**config.mk**
```make
export PLATFORM = sky130hd
export DESIGN_NAME = subleq_mem_resp
export DESIGN_NICKNAME = d
export VERILOG_FILES = /design/src/rtl/subleq_pkg.sv /design/src/rtl/subleq_ram.sv /design/src/rtl/subleq_mem_resp.sv
export SDC_FILE = /design/constraint.sdc
export NUM_CORES = 2
export LEC_CHECK = 0
export CORE_MARGIN = 10
export CORE_UTILIZATION = 45
export CTS_BUF_LIST = sky130_fd_sc_hd__clkbuf_4 sky130_fd_sc_hd__clkbuf_8
export DETAILED_ROUTE_END_ITERATION = 8
export SLEW_MARGIN = 20
export SYNTH_ARGS = -nofsm -noshare
export SYNTH_HDL_FRONTEND = slang
export SYNTH_HIERARCHICAL = 1
export SYNTH_SLANG_ARGS = --single-unit
```
**constraint.sdc**
```tcl
create_clock -name clk -period 4.55 [get_ports clk]
set_input_delay 0.455 -clock clk [delete_from_list [all_inputs] [get_ports clk]]
set_output_delay 0.455 -clock clk [all_outputs]
set_load 0.05 [all_outputs]
```
**src/rtl/subleq_pkg.sv**
```systemverilog
// Shared SUBLEQ definitions: the memory responder state, default widths, and
// the CPU control state encodings that benches use as a reference.
package subleq_pkg;

   localparam int SUBLEQ_DATA_W = 16;
   localparam int SUBLEQ_ADDR_W = 8;

   typedef enum logic [1:0] {
      IDLE    = 2'd0,
      RD_RESP = 2'd1,
      WR_RESP = 2'd2
   } resp_state_e;

   // CPU control state encodings (0..12), kept here so every block agrees
   typedef enum logic [3:0] {
      CPU_RESET     = 4'd0,
      CPU_FETCH_A   = 4'd1,
      CPU_LOAD_A    = 4'd2,
      CPU_FETCH_B   = 4'd3,
      CPU_LOAD_B    = 4'd4,
      CPU_FETCH_C   = 4'd5,
      CPU_LOAD_C    = 4'd6,
      CPU_FETCH_MA  = 4'd7,
      CPU_LOAD_MA   = 4'd8,
      CPU_FETCH_MB  = 4'd9,
      CPU_LOAD_MB   = 4'd10,
      CPU_WRITEBACK = 4'd11,
      CPU_HALT      = 4'd12
   } cpu_state_e;

endpackage

```
**src/rtl/subleq_ram.sv**
```systemverilog
// Single-port synchronous RAM: one write port, registered read, shared address.
module subleq_ram #(
   parameter int W     = 16,
   parameter int DEPTH = 256,
   parameter int AW    = 8
) (
   input  logic          clk,
   input  logic          we,
   input  logic          re,
   input  logic [AW-1:0] a,
   input  logic [W-1:0]  d,
   output logic [W-1:0]  q
);

   logic [W-1:0] mem [DEPTH];

   // write on the edge; read data registered for the following cycle
   always_ff @(posedge clk) begin
      if (we) mem[a] <= d;
      if (re) q <= mem[a];
   end

endmodule

```
**src/rtl/subleq_mem_resp.sv**
```systemverilog
// SUBLEQ memory responder: CPU read/write strobes and host program-load port
// muxed onto one synchronous RAM. Read data appears the cycle after the strobe.
// Optional feature: define SUBLEQ_MEM_PARITY_EN to store an even-parity bit per
// word and flag mismatches on read through par_err.
module subleq_mem_resp
   import subleq_pkg::*;
#(
   parameter int DATA_W = SUBLEQ_DATA_W,
   parameter int ADDR_W = SUBLEQ_ADDR_W,
   parameter int DEPTH  = 256
) (
   input  logic              clk,
   input  logic              rst,
   input  logic              mem_read,
   input  logic              mem_write,
   input  logic [ADDR_W-1:0] addr,
   input  logic [DATA_W-1:0] wdata,
   input  logic              prog_mode,
   input  logic              load_en,
   input  logic [ADDR_W-1:0] load_addr,
   input  logic [DATA_W-1:0] load_data,
   output logic [DATA_W-1:0] rdata,
   output logic              rdata_valid,
   output logic              wr_done,
   output logic              addr_err,
   output logic              cmd_err
`ifdef SUBLEQ_MEM_PARITY_EN
   ,output logic             par_err
`endif
);

`ifdef SUBLEQ_MEM_PARITY_EN
   localparam int RAM_W = DATA_W + 1;
`else
   localparam int RAM_W = DATA_W;
`endif
   localparam logic [ADDR_W:0] DEPTH_C = (ADDR_W+1)'(DEPTH);

   resp_state_e       state, state_nxt;
   logic              cpu_rd, cpu_wr, cpu_in_rng, load_in_rng, host_wr;
   logic              ram_we, ram_re;
   logic [ADDR_W-1:0] ram_a;
   logic [DATA_W-1:0] ram_wd, rd_fresh, rdata_hold;
   logic [RAM_W-1:0]  ram_d, ram_q;
   logic              rd_oor_q, addr_err_nxt, cmd_err_nxt;

   // request decode and CPU/host steering onto the single RAM port
   always_comb begin
      cpu_in_rng   = {1'b0, addr} < DEPTH_C;
      load_in_rng  = {1'b0, load_addr} < DEPTH_C;
      cpu_rd       = mem_read & ~mem_write & ~prog_mode;
      cpu_wr       = mem_write & ~prog_mode;
      host_wr      = load_en & prog_mode;
      ram_a        = prog_mode ? load_addr : addr;
      ram_wd       = prog_mode ? load_data : wdata;
      ram_we       = prog_mode ? (host_wr & load_in_rng) : (cpu_wr & cpu_in_rng);
      ram_re       = cpu_rd & cpu_in_rng;
      addr_err_nxt = ((cpu_rd | cpu_wr) & ~cpu_in_rng) | (host_wr & ~load_in_rng);
      cmd_err_nxt  = (mem_read & mem_write) | (prog_mode & (mem_read | mem_write));
`ifdef SUBLEQ_MEM_PARITY_EN
      ram_d        = {^ram_wd, ram_wd};
`else
      ram_d        = ram_wd;
`endif
   end

   subleq_ram #(.W(RAM_W), .DEPTH(DEPTH), .AW(ADDR_W)) u_ram (
      .clk (clk),
      .we  (ram_we),
      .re  (ram_re),
      .a   (ram_a),
      .d   (ram_d),
      .q   (ram_q)
   );

   // responder state register; reset drops any pending response pulse
   always_ff @(posedge clk) begin
      if (rst) state <= IDLE;
      else     state <= state_nxt;
   end

   // next state follows the strobe accepted this cycle; pulses decode from state
   always_comb begin
      state_nxt   = IDLE;
      rdata_valid = 1'b0;
      wr_done     = 1'b0;
      if (cpu_wr)      state_nxt = WR_RESP;
      else if (cpu_rd) state_nxt = RD_RESP;
      case (state)
         RD_RESP: rdata_valid = 1'b1;
         WR_RESP: wr_done     = 1'b1;
         default: ;
      endcase
   end

   // error pulses and out-of-range read marker, one cycle after the request
   always_ff @(posedge clk) begin
      if (rst) begin
         addr_err <= 1'b0;
         cmd_err  <= 1'b0;
         rd_oor_q <= 1'b0;
      end else begin
         addr_err <= addr_err_nxt;
         cmd_err  <= cmd_err_nxt;
         rd_oor_q <= cpu_rd & ~cpu_in_rng;
      end
   end

   assign rd_fresh = rd_oor_q ? '0 : ram_q[DATA_W-1:0];

   // hold the last returned word until the next accepted read
   always_ff @(posedge clk) begin
      if (rst)                  rdata_hold <= '0;
      else if (state == RD_RESP) rdata_hold <= rd_fresh;
   end

   assign rdata = (state == RD_RESP) ? rd_fresh : rdata_hold;

`ifdef SUBLEQ_MEM_PARITY_EN
   // stored word plus parity bit must XOR to zero for even parity
   assign par_err = (state == RD_RESP) & ~rd_oor_q & (^ram_q);
`endif

endmodule

```
==> impl_metrics.yaml <==
outcome:
  outcome: "complete, no violations"
pwr:
  power.density_nw_per_um2: 432
  leakagePower_nw: 57.1
  max-vdd-ir-drop_v: 0.000334
  power_mw: 78.6
worst_setup_path:
  cpPeakStageDelay_ns: 0.72
  crit_path_cell_trace: "nor2b_4 > buf_4 > mux2_4 > clkdlybuf4s50_1"
  crit_family: "buffers and inverters"
  crit_type: "reg -> out"
  end_kind: "output pin"
  crit_path_start: "state[0]$_SDFF_PP0_"
  start_kind: "flip-flop"
  crit_arrival_ns: 3.59
  r2r_setup_slack_ns: 1.51
  r2r-start: "u_ram/mem[235][1]$_DFFE_PP_"
  critPathMaxFanout: 18
  worst_path_max_delay_cell: "clkdlybuf4s50_1"
  crit_buf_inv: 2
  required_ns: 4.09
worst_hold_path:
  min_from: "rst"
  min-delay-path-class: "in -> reg"
timing:
  tightest_slew_ns: 1.19
  hold_violations: 0
  slew_viol_final: 0
  maxSlewHeadroom_pct: 19.9
  clock.fmax_mhz: 247
  fin_ws_ns: 0.509
  fin_crit_ns: 4.04
  rsz0062_at_grt: "false"
  finalCritPeriodShare_pct: 88.8
  setup_tns_ns: 0
  skew_ns: 0.0463
  setup_viol: 0
synth:
  syn-cell-area_um2: 157000
  synth-main-ff-cell: "edfxtp_1"
  yosysWarnings: 6
  synthTopCellsByArea: "edfxtp_1 79%, mux4_2 15%, a22oi_1 2.4%, a21oi_1 0.82%, clkbuf_1 0.61%"
  synth_top_area_cell: "edfxtp_1"
  synth_top_area_share_pct: 78.7
  yosysUniqueCellTypes: 31
  synth_edf_count: 4112
  postSynthAreaPerCell_um2: 22.9
  yosysSeqAreaShare_pct: 78.9
  syn-num-nets: 6913
  syn-instance-count: 6859
  ys_async_sr_fraction_pct: 0
  ys_seq_elements: 4131
cts:
  cts.clk_slew.worst_paths_ns: 0.06
  htree_levels: 6
  cts_sinks: 4131
  cts_buffer_depth: 4
  numCtsBuffers: 663
  postCtsSetupBuffers: 0
  clock_latency_ns: 1.21
  cts_root_buf: "clkbuf_8"
  cts_tree: "built"
drt:
  wirelength_um: 419000
  postRouteAntennaNets: 0
  drc: 0
  routedWlPerCell_um: 32.2
  num_vias: 78600
  vias_per_cell: 6.03
  drtIter0Drc: 8986
  dr.pass1.iters: 6
die:
  num_rows: 216
  initial_core_util_pct: 45.3
  die_area_um2: 373000
  core_area_um2: 347000
  die_w_um: 611
  die_h_um: 611
  io-pin-count: 74
placement:
  dp.cells: 11800
  dp_hpwl_um: 255000
  gp_congestion: 0.813
  port_buffers: 72
  place_ws_ns: -0.196
finish:
  final_cell_mix: "4,112 x edfxtp_1, 1,024 x mux4_2, 668 x clkbuf_8"
  post-route-util_pct: 52.4
  final_nets: 7968
  fillers: 26800
  drive_gt1_share_pct: 34.9
  syn2layout_area_growth_pct: 15.8
  mostFrequentLayoutCell: "edfxtp_1"
  finalNonFillerCells: 13000
job:
  max_cap_viol_count: 0
global_route:
  global_route.overflow_total: 0
  antenna_found_initial: 27
  grt_start_max_net_pins: 123
  track_usage_pct: 22.1
  grt_pass1_vias: 80800
  grt_first_pass_wirelength_um: 601000
==> tightest hold or removal path: stages <==
cell and delay, ns:
clkdlybuf4s50_1 0.40, buf_4 0.24, nor2_1 0.14
==> final cells by class <==
cell class              count  area (um2)  area share (%)
clock inverters           267        1570           0.866
inverters                   1        3.75         0.00207
repair buffers            823        7510            4.13
clock buffers             909       11000            6.06
diodes                     16        40.0          0.0220
multi-input cells        2294       32000            17.6
flip-flops and latches   4131      124000            68.2
well taps                4578        5730            3.15
==> through the flow <==
step	area, um2	hold WS (ns)
2_1_floorplan	157000	0.442
3_3_place_gp	169000	0.450
3_5_place_dp	169000	0.456
4_1_cts	182000	0.0322
5_1_grt	182000	0.0936
6_report	182000	0.114
==> cell usage after synthesis (16+ instances only) <==
library cell     n
mux2_2          27
buf_1           54
edfxtp_1      4112
nand2_1         31
a22oi_1        512
nor3_1          30
dfxtp_1         19
buf_2           79
a21oi_1        257
nand2b_1        23
nand4_1         16
buf_4           18
buf_6           27
clkbuf_1       254
mux4_2        1024
o41ai_1         64
nor2_1         233
==> cells by family after synthesis <==
family / Yosys count / share of synthesized area, %
flops: 4131 / 78.9
mux: 1064 / 15.0
compound gates: 850 / 3.68
buf+inv: 434 / 1.28
simple gates: 379 / 1.11
other cells: 1 / 0.00239
==> registers in the layout, summed over array words and instances (netlist names) <==
register,count
u_ram/mem,4096
rdata_hold,16
u_ram/q,16
cmd_err,1
state,2
==> final timing paths <==
path,end,depth (start not counted)
max,rdata[11],4
min,state[1]$_SDFF_PP0_,3
max reg2reg,u_ram/q[1]$_DFFE_PP_,6
min reg2reg,rdata_hold[10]$_SDFF_PP0_,2
==> report_power, final <==
part | switching, mW | internal, mW
logic | 3.63 | 2.11
clock network | 14.6 | 15.9
registers | 0.0405 | 42.3
==> per-layer routing <==
layer	vias to the layer above	global-route usage (%)	share of wire, %
met5	-	0	0.044
met4	26	8.27	3.9
met3	672	4.80	8.6
met2	3704	35.3	48
met1	42400	30.3	39
li1	31800	-	-
==> what timing repair did <==
item / in CTS / in global routing
resized for setup: 0 / 0
hold buffers: 3 / 0
endpoints found under the hold margin: 1 / 0
Power figures use the tool's default switching activity.
